## config.mk

```make
export PLATFORM = sky130hd
export DESIGN_NAME = pulse_monitor
export DESIGN_NICKNAME = d
export VERILOG_FILES = /design/src/rtl/pulse_monitor.sv
export SDC_FILE = /design/constraint.sdc
export NUM_CORES = 1
export LEC_CHECK = 0
export CAP_MARGIN = 30
export CORE_MARGIN = 1.5
export CORE_UTILIZATION = 40
export CTS_CLUSTER_DIAMETER = 30
export DETAILED_ROUTE_END_ITERATION = 10
export SYNTH_ARGS = -nofsm -noshare
export SYNTH_HDL_FRONTEND = slang
export SYNTH_SLANG_ARGS = --single-unit
```

## constraint.sdc

```tcl
create_clock -name i_clk -period 2.1 [get_ports i_clk]
set_input_delay 0.21 -clock i_clk [delete_from_list [all_inputs] [get_ports i_clk]]
set_output_delay 0.21 -clock i_clk [all_outputs]
set_load 0.005 [all_outputs]
```

## src/rtl/pulse_monitor.sv

```systemverilog
// Pulse-train monitor: measures high time and period of i_pulse, flags deviations
// from the expected shape, reports lock after enough consecutive good periods.
module pulse_monitor #(
   parameter int EXP_DURATION = 3,
   parameter int EXP_PERIOD   = 7,
   parameter int LOCK_COUNT   = 4
) (
   input  logic        i_clk,
   input  logic        i_rst_n,
   input  logic        i_pulse,
   input  logic        i_clr,
   output logic [6:0]  o_high_cnt,
   output logic [6:0]  o_period_cnt,
   output logic        o_meas_valid,
   output logic        o_err_duration,
   output logic        o_err_period,
   output logic        o_err_timeout,
   output logic        o_locked,
   output logic [15:0] o_period_total
);

   typedef enum logic [1:0] {IDLE, HIGH, LOW} state_t;

   state_t      r_state;
   state_t      w_state_next;
   logic        r_prev;
   logic [6:0]  r_hi_cnt;
   logic [6:0]  r_per_cnt;
   logic [3:0]  r_good;
   logic [6:0]  w_hi_next;
   logic [6:0]  w_per_next;
   logic [3:0]  w_good_next;
   logic        w_rise;
   logic        w_fall;
   logic        w_measure;
   logic        w_timeout;
   logic        w_load_high;
   logic        w_per_at_limit;
   logic        w_dur_bad;
   logic        w_per_bad;

   assign w_rise         = i_pulse & ~r_prev;
   assign w_fall         = ~i_pulse & r_prev;
   // One more increment would make per_cnt reach 127: that is the timeout point.
   assign w_per_at_limit = (r_per_cnt == 7'd126);
   assign w_dur_bad      = (o_high_cnt != 7'(EXP_DURATION));
   assign w_per_bad      = (r_per_cnt != 7'(EXP_PERIOD));

   always_comb begin
      w_state_next = r_state;
      w_hi_next    = r_hi_cnt;
      w_per_next   = r_per_cnt;
      w_measure    = 1'b0;
      w_timeout    = 1'b0;
      w_load_high  = 1'b0;
      case (r_state)
         IDLE: begin
            if (w_rise) begin
               w_hi_next    = 7'd1;
               w_per_next   = 7'd1;
               w_state_next = HIGH;
            end
         end
         HIGH: begin
            if (w_fall) begin
               w_load_high = 1'b1;
            end
            if (w_per_at_limit) begin
               w_timeout = 1'b1;
            end else begin
               w_per_next = r_per_cnt + 7'd1;
               if (i_pulse) begin
                  w_hi_next = r_hi_cnt + 7'd1;
               end else begin
                  w_state_next = LOW;
               end
            end
         end
         LOW: begin
            if (w_rise) begin
               w_measure    = 1'b1;
               w_hi_next    = 7'd1;
               w_per_next   = 7'd1;
               w_state_next = HIGH;
            end else if (w_per_at_limit) begin
               w_timeout = 1'b1;
            end else begin
               w_per_next = r_per_cnt + 7'd1;
            end
         end
         default: w_state_next = IDLE;
      endcase
      if (w_timeout) begin
         w_per_next   = 7'd127;
         w_state_next = IDLE;
      end
   end

   always_comb begin
      w_good_next = r_good;
      if (w_timeout) begin
         w_good_next = 4'd0;
      end else if (w_measure) begin
         if (w_dur_bad || w_per_bad) begin
            w_good_next = 4'd0;
         end else if (r_good < 4'(LOCK_COUNT)) begin
            w_good_next = r_good + 4'd1;
         end
      end
   end

   always_ff @(posedge i_clk or negedge i_rst_n) begin
      if (!i_rst_n) begin
         r_state   <= IDLE;
         r_prev    <= 1'b0;
         r_hi_cnt  <= 7'd0;
         r_per_cnt <= 7'd0;
         r_good    <= 4'd0;
      end else begin
         r_state   <= w_state_next;
         r_prev    <= i_pulse;
         r_hi_cnt  <= w_hi_next;
         r_per_cnt <= w_per_next;
         r_good    <= w_good_next;
      end
   end

   // Flag setting wins over a same-cycle clear so no event is ever lost.
   always_ff @(posedge i_clk or negedge i_rst_n) begin
      if (!i_rst_n) begin
         o_high_cnt     <= 7'd0;
         o_period_cnt   <= 7'd0;
         o_meas_valid   <= 1'b0;
         o_err_duration <= 1'b0;
         o_err_period   <= 1'b0;
         o_err_timeout  <= 1'b0;
         o_locked       <= 1'b0;
         o_period_total <= 16'd0;
      end else begin
         o_meas_valid <= w_measure;
         o_locked     <= (w_good_next == 4'(LOCK_COUNT));
         if (w_load_high) begin
            o_high_cnt <= r_hi_cnt;
         end
         if (w_measure) begin
            o_period_cnt <= r_per_cnt;
         end
         if (w_measure && w_dur_bad) begin
            o_err_duration <= 1'b1;
         end else if (i_clr) begin
            o_err_duration <= 1'b0;
         end
         if (w_measure && w_per_bad) begin
            o_err_period <= 1'b1;
         end else if (i_clr) begin
            o_err_period <= 1'b0;
         end
         if (w_timeout) begin
            o_err_timeout <= 1'b1;
         end else if (i_clr) begin
            o_err_timeout <= 1'b0;
         end
         if (i_clr) begin
            o_period_total <= {15'd0, w_measure};
         end else if (w_measure) begin
            o_period_total <= o_period_total + 16'd1;
         end
      end
   end

endmodule

```

==> results of run 1 <==
cells by family after synthesis:
family                   Yosys count
AND/OR/NAND/NOR                  120
adder cells (fa/ha/maj)           10
XOR/XNOR                          22
flip-flops                        56
buffers and inverters             24
multiplexers                       8
AO/OA/AOI/OAI                     42
routing by layer:
| layer | part of all wire | wire length, µm |
|---|---|---|
| met1 | 0.47 | 2630 |
| met4 | 0.011 | 63 |
| met2 | 0.49 | 2710 |
| met3 | 0.030 | 167 |
| met5 | 0 | 0 |
power by group through the flow:
| stage | logic (mW) | clock network, mW | registers (mW) |
|---|---|---|---|
| 3_3_place_gp | 1.08 | 0 | 1.45 |
| 4_1_cts | 1.08 | 0.592 | 1.44 |
| 3_5_place_dp | 1.07 | 0 | 1.46 |
| 6_report | 1.09 | 0.562 | 1.44 |
| 5_1_grt | 1.23 | 0.626 | 1.47 |
| 2_1_floorplan | 0.733 | 0 | 1.41 |
flip-flops by register name, summed over array words and instances (netlist names):
signal / cells
o_err_duration: 1
o_err_period: 1
o_err_timeout: 1
o_high_cnt: 7
o_locked: 1
o_meas_valid: 1
o_period_cnt: 7
o_period_total: 16
r_good: 4
r_hi_cnt: 7
r_per_cnt: 7
r_prev: 1
r_state: 2
area by class of cell:
class                   count  share of cell area
multi-input cells         202               0.380
well taps                  80              0.0294
clock buffers               5              0.0202
clock inverters             2             0.00368
flip-flops and latches     56               0.412
repair buffers             48               0.137
inverters                  16              0.0177
placed cells by master, fill, tap and decap left out, types with 4 or more instances in the layout:
master and count:
xnor2_1 12, ha_1 10, nor3_1 5, nand4_1 4
clkbuf_8 5, mux2_2 6, o21ai_0 12, nor2_1 33
xor2_1 10, nand2_1 38, inv_1 16, clkdlybuf4s50_1 37
a21oi_1 15, nand3_1 15, nor4_2 4, dfrtp_1 56
buf_4 8
how the worst max path moves through the flow:
| stage | to | slack [ns] |
|---|---|---|
| 2_1_floorplan | r_hi_cnt[6] | 0.34 |
| 3_3_place_gp | r_hi_cnt[6] | 0.14 |
| 3_5_place_dp | r_hi_cnt[2] | 0.13 |
| 4_1_cts | r_hi_cnt[2] | 0.12 |
| 5_1_grt | r_hi_cnt[5] | 0.002 |
| 6_report | r_state[0] | 0.17 |
critical path: stages (launching register included):
cell and delay [ns]:
dfrtp_1 0.45, inv_1 0.13, ha_1 0.26, buf_4 0.16, nand2_1 0.06, o21ai_2 0.22
nand2_4 0.12, a21oi_1 0.25, mux2i_1 0.22
stage by stage:
stage | total power [mW] | instance area (µm²)
2_1_floorplan | 2.15 | 2770
5_1_grt | 3.33 | 3400
4_1_cts | 3.11 | 3370
6_report | 3.09 | 3400
3_3_place_gp | 2.53 | 3270
3_5_place_dp | 2.53 | 3270
what timing repair did:
action / 4_1_cts / 5_1_grt
hold buffers: 1 / 0
hold endpoints to repair: 25 / 0
setup endpoints to repair: 0 / 13
resized for setup: 0 / 6
==> load_flow_metrics.sql, run 1 <==
INSERT INTO impl_metrics (metric_group, metric, value, unit) VALUES
('run_status', 'outcome', 'finished clean', ''),
('floorplan', 'fp.coreArea', '6760', 'µm²'),
('floorplan', 'die_area', '7430', 'µm²'),
('yosys', 'synth-edff-count', '0', ''),
('sta', 'final.setup.tns', '0', 'ns'),
('worst_setup_path', 'critPathRequiredTime', '2.33', 'ns'),
('worst_setup_path', 'critical_path.reg2reg.endpoint', 'r_state[0]', ''),
('sta', 'grt_setup_unrepaired', 'no', ''),
('clock_tree', 'cts_buffer_depth', '2', ''),
('drt', 'drt_pass1_iterations', '4', ''),
('place', 'gp_routability_congestion', '0.815', ''),
('grt', 'antenna_found_initial', '0', ''),
('yosys', 'synth_most_common_cell', 'dfrtp_1', ''),
('final_layout', 'layout.nets', '343', ''),
('pwr', 'clock_power_share', '0.182', ''),
('pwr', 'power_density_over_cell_area', '908', 'nW/µm²'),
('grt', 'number_of_global_route_vias_before_repair', '2009', ''),
('worst_setup_path', 'regToRegSetupSlack', '0.17', 'ns'),
('clock_tree', 'cts_num_sinks', '56', ''),
('worst_setup_path', 'timing.rr.start', 'r_state[0]', ''),
('sta', 'worst_hold_slack', '0.448', 'ns'),
('yosys', 'synth_nets', '296', ''),
('floorplan', 'top_level_ports', '39', ''),
('yosys', 'syn-mean-instance-area', '9.81', 'µm²'),
('yosys', 'cells_after_synth', '282', ''),
('yosys', 'main_combinational_cell_family_by_area_after_synthesis', 'simple AND/OR/NAND/NOR gates', ''),
('drt', 'num_vias', '2097', ''),
('sta', 'setup_slack', '0.166', 'ns'),
('grt', 'globalRouteMet2Util', '0.264', ''),
('worst_setup_path', 'startpoint_type', 'flop', ''),
('yosys', 'sequential_fraction_of_the_synthesis_area', '0.506', ''),
('yosys', 'number_of_storage_elements_in_the_synthesis_netlist', '56', ''),
('yosys', 'synth_adder_area_share', '0.0452', ''),
('place', 'place_hpwl', '4.04', 'mm'),
('final_layout', 'multiInputGateArea', '1290', 'µm²'),
('yosys', 'yosysTopAreaCell', 'dfrtp_1', ''),
('floorplan', 'fp.dieH', '86.2', 'µm'),
('drt', 'antenna_violating_nets_post_route', '0', ''),
('worst_setup_path', 'critical_path_capture_point_type', 'flop', ''),
('sta', 'finalSetupViolCount', '0', ''),
('sta', 'final.setup_skew', '0.00608', 'ns'),
('clock_tree', 'tritoncts', 'yes', ''),
('place', 'number_of_buffers_inserted_by_port_buffering', '38', ''),
('yosys', 'postSynth.asyncResetShare', '1.00', ''),
('clock_tree', 'postCtsSetupRepairBufs', '0', ''),
('grt', 'grt-busiest-layer', 'met2', ''),
('drt', 'routed_via_density', '5.13', ''),
('drt', 'postRouteWirelength', '5.57', 'mm'),
('clock_tree', 'cts_root_buf', 'clkbuf_8', ''),
('final_layout', 'post_route_cells_drive_above_1_share', '0.125', ''),
('yosys', 'share_of_synthesized_cell_area_in_and_or_nand_and_nor_gates', '0.218', ''),
('sta', 'timing.fmax', '517', 'MHz'),
('final_layout', 'seqCellArea', '1400', 'µm²'),
('place', 'place_inst', '401', ''),
('grt', 'grt_max_degree', '32', ''),
('worst_setup_path', 'crit_start', 'r_state[0]', ''),
('pwr', 'power.sequential.fraction', '0.466', ''),
('final_layout', 'fillCellCount', '624', ''),
('drt', 'drt_first_iter_violations', '101', ''),
('yosys', 'synthDistinctLibCells', '44', ''),
('drt', 'wl_per_cell', '13.6', 'µm'),
('clock_tree', 'worst_setup_hold_path_clk_slew', '0.10', 'ns'),
('yosys', 'post_synth_mux_area_share', '0.0316', ''),
('grt', 'grt_use_met1', '0.224', ''),
('final_layout', 'final-instance-count-excl-fill', '409', ''),
('pwr', 'vdd_ir_drop_max', '0.414', 'mV'),
('sta', 'timing_max_transition_violations_final', '0', ''),
('final_layout', 'areaGrowthSynthToFinish', '22.9', '%'),
('clock_tree', 'cts_htree_levels', '2', ''),
('pwr', 'internal_power', '2.00', 'mW'),
('worst_setup_path', 'arrival', '2.17', 'ns');
Power figures use the tool's default switching activity.
==> run 2, diff against run 1 <==
--- a/config.mk
+++ b/config.mk
@@ -10,6 +10,7 @@
 export CORE_UTILIZATION = 40
 export CTS_CLUSTER_DIAMETER = 30
 export DETAILED_ROUTE_END_ITERATION = 10
+export PLACE_DENSITY = 0.6
 export SYNTH_ARGS = -nofsm -noshare
 export SYNTH_HDL_FRONTEND = slang
 export SYNTH_SLANG_ARGS = --single-unit
==> constraint.sdc (replaced) <==
create_clock -name i_clk -period 2.1 [get_ports i_clk]
set_input_delay 0.525 -clock i_clk [delete_from_list [all_inputs] [get_ports i_clk]]
set_output_delay 0.525 -clock i_clk [all_outputs]
set_load 0.005 [all_outputs]
==> run 2 against run 1 <==
Effect of this change:
- clock skew increased by 0.00090 ns
- sequential power about the same
- worst setup slack got worse by 0.020 ns
- via count about the same
- non-clock buffer count increased by 8
- first-iteration DRC count decreased by 19%
- critical path depth decreased by 1
- routed wire length decreased by 4.0%
- fmax decreased by 1.0%
- sequential share of layout area decreased by 0.60 points
==> load_flow_metrics.sql, run 2 (same netlist as run 1, synthesis figures left out) <==
INSERT INTO impl_metrics (metric_group, metric, value, unit) VALUES
('run_status', 'outcome', 'finished clean', ''),
('sta', 'setup_slack', '0.145', 'ns'),
('final_layout', 'layout.nets', '351', ''),
('job', 'maxCapViolations', '0', ''),
('sta', 'worst_hold_slack', '0.207', 'ns'),
('drt', 'drt_first_iter_violations', '82', ''),
('clock_tree', 'cts_buffer_depth', '2', ''),
('sta', 'final-hold-violation-count', '0', ''),
('floorplan', 'fp.coreArea', '6760', 'µm²'),
('drt', 'wl_per_cell', '12.8', 'µm'),
('place', 'place_worst_setup_slack', '-0.0338', 'ns'),
('sta', 'finalCritPeriodShare', '0.931', ''),
('final_layout', 'post_route_cells_drive_above_1_share', '0.134', ''),
('drt', 'met1_length', '2.63', 'mm'),
('place', 'place_hpwl', '4.02', 'mm'),
('drt', 'dr.max_layer_used', 'met4', ''),
('worst_setup_path', 'startpoint_type', 'flop', ''),
('final_layout', 'layout_common_cells', 'dfrtp_1, nand2_1, clkdlybuf4s50_1', ''),
('sta', 'timing_max_transition_violations_final', '0', ''),
('hold_path', 'worstHoldPathType', 'in2async', ''),
('floorplan', 'fp.dieH', '86.2', 'µm'),
('worst_setup_path', 'regToRegSetupSlack', '0.15', 'ns'),
('sta', 'worst-slew-pin-transition', '0.455', 'ns'),
('worst_setup_path', 'critPathKind', 'reg2reg', ''),
('final_layout', 'areaGrowthSynthToFinish', '24.7', '%'),
('drt', 'antenna_violating_nets_post_route', '0', ''),
('grt', 'grt_max_degree', '57', ''),
('worst_setup_path', 'timing.rr.start', 'r_state[0]', ''),
('pwr', 'power_density_over_cell_area', '922', 'nW/µm²'),
('drt', 'detail_route.drc_violations', '0', ''),
('final_layout', 'largest_register_ffs', '16', ''),
('clock_tree', 'cts_root_buf', 'clkbuf_8', ''),
('final_layout', 'fillCellCount', '649', ''),
('clock_tree', 'worstSkewPairLatency', '0.30', 'ns'),
('clock_tree', 'worst_setup_hold_path_clk_slew', '0.09', 'ns'),
('drt', 'routed_via_density', '5.03', ''),
('worst_setup_path', 'timing.reg2reg.worst_path_depth', '7', ''),
('grt', 'grt_pass1_wl', '9.52', 'mm'),
('floorplan', 'floorplan.rows', '30', ''),
('final_layout', 'post-route-util', '0.511', ''),
('clock_tree', 'tritoncts', 'yes', ''),
('drt', 'met2_wirelength', '2.50', 'mm'),
('sta', 'headroom_to_the_max_slew_limit', '0.695', ''),
('drt', 'drt_pass1_iterations', '4', ''),
('worst_setup_path', 'worstPathMaxFanout', '6', ''),
('floorplan', 'die_area', '7430', 'µm²'),
('clock_tree', 'cts_num_sinks', '56', ''),
('drt', 'num_vias', '2099', ''),
('clock_tree', 'cts_buffers', '5', ''),
('drt', 'wl_met3', '148', 'µm'),
('final_layout', 'diodes', '0', ''),
('clock_tree', 'cts_htree_levels', '2', ''),
('final_layout', 'final_area', '3450', 'µm²'),
('sta', 'grt_setup_unrepaired', 'yes', ''),
('place', 'placement.cell_area', '3350', 'µm²'),
('grt', 'overflow', '0', ''),
('drt', 'postRouteWirelength', '5.35', 'mm'),
('final_layout', 'layout.cells.most_common', 'dfrtp_1', ''),
('sta', 'timing.fmax', '512', 'MHz'),
('floorplan', 'width_of_the_chip', '86.2', 'µm'),
('worst_setup_path', 'critical_path_capture_point_type', 'flop', ''),
('clock_tree', 'cts_resized', '0', ''),
('sta', 'final.setup_skew', '0.00698', 'ns'),
('place', 'number_of_buffers_inserted_by_port_buffering', '38', ''),
('sta', 'finalSetupViolCount', '0', ''),
('floorplan', 'top_level_ports', '39', ''),
('sta', 'post_route_minimum_period', '1.95', 'ns'),
('worst_setup_path', 'critPathRequiredTime', '2.30', 'ns'),
('floorplan', 'floorplan.initialDensity', '0.410', ''),
('grt', 'number_of_global_route_vias_before_repair', '2036', ''),
('place', 'gp_routability_congestion', '0.807', ''),
('pwr', 'total_leakage_power', '1.56', 'nW'),
('final_layout', 'regMostFlops', 'o_period_total', ''),
('worst_setup_path', 'arrival', '2.15', 'ns'),
('grt', 'grtUsageTotal', '0.159', ''),
('worst_setup_path', 'critical_path.reg2reg.endpoint', 'r_hi_cnt[6]', ''),
('grt', 'antenna_found_initial', '0', ''),
('pwr', 'vdd_ir_drop_max', '0.421', 'mV'),
('pwr', 'p_total', '3.18', 'mW');
[run 2: changes by cell type in the layout (fill, tap and decap cells not counted), sizes merged]
cell and delta:
clkinv -1, dlygate4sd3 -1, clkbuf +2, clkinvlp -1, buf +9
[run 2: through the flow]
stage          setup TNS, ns  instances
6_report                   0        417
5_1_grt              -0.0853        417
4_1_cts                    0        417
3_5_place_dp          -0.211        410
3_3_place_gp          -0.167        410
2_1_floorplan              0        282
[run 2: what timing repair did]
item	in CTS	in global routing
setup endpoints to repair	0	4
buffers inserted	0	0
hold buffers	0	0
[run 2: critical path: stages (launching register included)]
cell and delay, ns:
dfrtp_1 0.43, inv_1 0.11, ha_1 0.28, o21ai_0 0.18, o211ai_1 0.22, nor4_1 0.40
xnor2_1 0.17, nor2_1 0.05
[run 2: final cells by class]
class	count	area, µm²	area share
inverters	16	60.1	0.0174
well taps	80	100	0.0290
multi-input cells	202	1260	0.364
repair buffers	56	536	0.155
flip-flops and latches	56	1400	0.406
clock buffers	7	96.3	0.0279
[run 2: power by group]
part / switching (mW) / internal (mW)
logic: 0.565 / 0.558
clock network: 0.325 / 0.295
registers: 0.183 / 1.25
total: 1.07 / 2.11
[run 2: routing by layer]
| layer | vias to the layer above | global-route usage |
|---|---|---|
| li1 | 1067 | - |
| met1 | 999 | 0.221 |
| met2 | 29 | 0.253 |
| met3 | 4 | 0.0286 |
| met4 | 0 | 0.0543 |
| met5 | - | 0 |
[run 2: how the worst max path moves through the flow]
stage          startpoint                end  slack, ns  cells after the start
2_1_floorplan  r_state[1]        r_hi_cnt[6]       0.34                      8
3_3_place_gp      i_pulse       r_per_cnt[5]      -0.02                      6
3_5_place_dp      i_pulse  o_period_total[3]      -0.03                      7
4_1_cts        r_state[0]        r_hi_cnt[6]       0.14                      7
5_1_grt        r_state[0]        r_hi_cnt[5]      -0.04                      7
6_report       r_state[0]        r_hi_cnt[6]       0.15                      7
==> run 3, diff against run 2 <==
--- a/config.mk
+++ b/config.mk
@@ -6,11 +6,10 @@
 export NUM_CORES = 1
 export LEC_CHECK = 0
 export CAP_MARGIN = 30
-export CORE_MARGIN = 1.5
+export CORE_ASPECT_RATIO = 0.7
 export CORE_UTILIZATION = 40
 export CTS_CLUSTER_DIAMETER = 30
 export DETAILED_ROUTE_END_ITERATION = 10
-export PLACE_DENSITY = 0.6
 export SYNTH_ARGS = -nofsm -noshare
 export SYNTH_HDL_FRONTEND = slang
 export SYNTH_SLANG_ARGS = --single-unit
==> run 3 against run 2 <==
Effect of this change:
- clock skew down 0.0010 ns
- critical path depth unchanged
- design area up 0.18%
- register-to-register slack better by 0.02 ns
- via count down 0.33%
- die area down 2.2%
- count of clock-buffer cells in the layout unchanged
- sequential power about the same
- non-clock buffer count down 1
- first-iteration DRC count up 52%
- worst setup slack better by 0.018 ns
==> load_flow_metrics.sql, run 3 (same netlist as run 1, synthesis figures left out) <==
INSERT INTO impl_metrics (metric_group, metric, value, unit) VALUES
('run_status', 'outcome', 'finished clean', ''),
('clock_tree', 'worst_setup_hold_path_clk_slew', '0.09', 'ns'),
('clock_tree', 'postCtsHoldBufs', '0', ''),
('grt', 'grtUsageTotal', '0.167', ''),
('grt', 'overflow', '0', ''),
('final_layout', 'post-route-util', '0.535', ''),
('sta', 'grt_setup_unrepaired', 'yes', ''),
('worst_setup_path', 'critPathKind', 'reg2reg', ''),
('final_layout', 'final-instance-count-excl-fill', '428', ''),
('pwr', 'total_leakage_power', '1.55', 'nW'),
('sta', 'worst_hold_slack', '0.199', 'ns'),
('sta', 'final-hold-violation-count', '0', ''),
('clock_tree', 'tritoncts', 'yes', ''),
('place', 'place_hpwl', '4.04', 'mm'),
('hold_path', 'worstHoldPathType', 'in2async', ''),
('final_layout', 'layout.nets', '350', ''),
('floorplan', 'floorplan.initialDensity', '0.429', ''),
('worst_setup_path', 'arrival', '2.15', 'ns'),
('grt', 'grt_pass1_wl', '9.42', 'mm'),
('drt', 'routed_via_density', '4.89', ''),
('floorplan', 'top_level_ports', '39', ''),
('job', 'maxCapViolations', '0', ''),
('clock_tree', 'cts_root_buf', 'clkbuf_8', ''),
('place', 'gp_routability_congestion', '0.843', ''),
('worst_setup_path', 'startpoint_type', 'flop', ''),
('clock_tree', 'postCtsSetupRepairBufs', '0', ''),
('worst_setup_path', 'slowest_delay', '0.41', 'ns'),
('pwr', 'power.sequential.fraction', '0.448', ''),
('sta', 'timing.fmax', '516', 'MHz'),
('final_layout', 'layout_common_cells', 'dfrtp_1, nand2_1, clkdlybuf4s50_1', ''),
('place', 'number_of_buffers_inserted_by_port_buffering', '38', ''),
('grt', 'antenna_found_initial', '0', ''),
('clock_tree', 'cts_num_sinks', '56', ''),
('pwr', 'power.combinational.fraction', '0.359', ''),
('pwr', 'power_density_over_cell_area', '926', 'nW/µm²'),
('final_layout', 'largest_register_ffs', '16', ''),
('worst_setup_path', 'timing.rr.start', 'r_state[1]', ''),
('pwr', 'vdd_ir_drop_max', '0.526', 'mV'),
('worst_setup_path', 'cp_cell_sequence', 'inv_1, ha_1, nor3_1, o211ai_1, nor4_1, xnor2_1, nor2_1', ''),
('sta', 'final.setup_skew', '0.00596', 'ns'),
('drt', 'drt_first_iter_violations', '125', ''),
('final_layout', 'regMostFlops', 'o_period_total', ''),
('final_layout', 'areaGrowthSynthToFinish', '24.9', '%'),
('sta', 'headroom_to_the_max_slew_limit', '0.626', ''),
('worst_setup_path', 'critical_path_capture_point_type', 'flop', ''),
('drt', 'wl_per_cell', '13.1', 'µm'),
('sta', 'final.setup.tns', '0', 'ns'),
('worst_setup_path', 'worstPathMaxFanout', '7', ''),
('grt', 'number_of_global_route_vias_before_repair', '1950', ''),
('worst_setup_path', 'regToRegSetupSlack', '0.16', 'ns'),
('pwr', 'clock_power_share', '0.193', ''),
('clock_tree', 'cts_buffer_depth', '2', ''),
('sta', 'worst-slew-pin-transition', '0.558', 'ns'),
('sta', 'finalSetupViolCount', '0', ''),
('floorplan', 'fp.dieH', '71.6', 'µm'),
('drt', 'detail_route.drc_violations', '0', ''),
('grt', 'grt_max_degree', '57', ''),
('sta', 'timing_max_transition_violations_final', '0', ''),
('worst_setup_path', 'critical_path.reg2reg.endpoint', 'r_hi_cnt[5]', ''),
('pwr', 'p_sw_frac', '0.349', ''),
('drt', 'antenna_violating_nets_post_route', '0', ''),
('floorplan', 'fp.coreArea', '6460', 'µm²'),
('final_layout', 'diodes', '0', ''),
('floorplan', 'die_area', '7260', 'µm²'),
('clock_tree', 'cts_htree_levels', '2', ''),
('sta', 'post_route_minimum_period', '1.94', 'ns'),
('clock_tree', 'cts_buffers', '5', ''),
('sta', 'finalCritPeriodShare', '0.922', ''),
('drt', 'postRouteWirelength', '5.60', 'mm'),
('drt', 'drt_pass1_iterations', '4', ''),
('final_layout', 'post_route_cells_drive_above_1_share', '0.136', ''),
('worst_setup_path', 'critPathSlowestCell', 'dfrtp_1', ''),
('place', 'place_inst', '420', ''),
('pwr', 'internal_power', '2.08', 'mW'),
('pwr', 'power_switching', '1.12', 'mW'),
('floorplan', 'floorplan.rows', '24', ''),
('worst_setup_path', 'critPathRequiredTime', '2.31', 'ns'),
('worst_setup_path', 'timing.reg2reg.worst_path_depth', '7', ''),
('floorplan', 'width_of_the_chip', '101', 'µm'),
('clock_tree', 'worstSkewPairLatency', '0.32', 'ns'),
('final_layout', 'layout.cells.most_common', 'dfrtp_1', ''),
('drt', 'num_vias', '2092', '');
[run 3: cell types whose count changed in the layout (fill, tap and decap cells not counted), sizes merged]
cell,delta
buf,-1
clkinvlp,+1
[run 3: final cells by class]
class | instances | area, µm²
tap | 91 | 114
timing repair buffer | 55 | 515
inverter | 16 | 60.1
sequential | 56 | 1400
clock buffer | 7 | 86.3
clock inverter | 1 | 7.51
multi-input combinational | 202 | 1270
fill | 599 | 3000
[run 3: worst max-delay path by stage]
stage	from	end	slack, ns	cells past startpoint
global placement	i_pulse	r_per_cnt[5]	-0.05	7
floorplan	r_state[1]	r_hi_cnt[6]	0.34	8
detailed placement	i_pulse	r_per_cnt[2]	-0.09	7
global route	r_state[1]	r_hi_cnt[1]	-0.04	7
CTS	r_state[0]	o_period_total[15]	0.15	8
finish	r_state[1]	r_hi_cnt[5]	0.16	7
[run 3: critical path, delay by kind of cell (launching register included)]
family	cells	cell delay, ns
AO/OA/AOI/OAI	1	0.24
XOR/XNOR	1	0.16
adder cells (fa/ha/maj)	1	0.28
buffers and inverters	1	0.10
flip-flops	1	0.41
AND/OR/NAND/NOR	3	0.65
[run 3: power groups by stage]
stage,Clock (mW),Combinational (mW),Sequential (mW)
final,0.618,1.15,1.43
after global routing,0.684,1.29,1.47
after CTS,0.647,1.15,1.44
after floorplan,0,0.733,1.41
after detailed placement,0,1.15,1.46
after global placement,0,1.13,1.45
[run 3: timing repair]
| action | 4_1_cts | 5_1_grt |
|---|---|---|
| setup endpoints to repair | 0 | 3 |
| endpoints found under the hold margin | 0 | 0 |
| gates resized for setup | 0 | 3 |
[run 3: through the flow]
step                      setup WS [ns]  power [mW]  area (µm²)
after global placement          -0.0536        2.58        3350
final                             0.163        3.20        3460
after global routing            -0.0426        3.44        3460
after CTS                         0.151        3.24        3440
after floorplan                   0.336        2.15        2770
after detailed placement        -0.0941        2.61        3350
[run 3: routing by layer]
layer  track usage  share of wire
met1         0.252           0.54
met2         0.237           0.42
met3        0.0371          0.028
met4        0.0531          0.010
met5             0              0
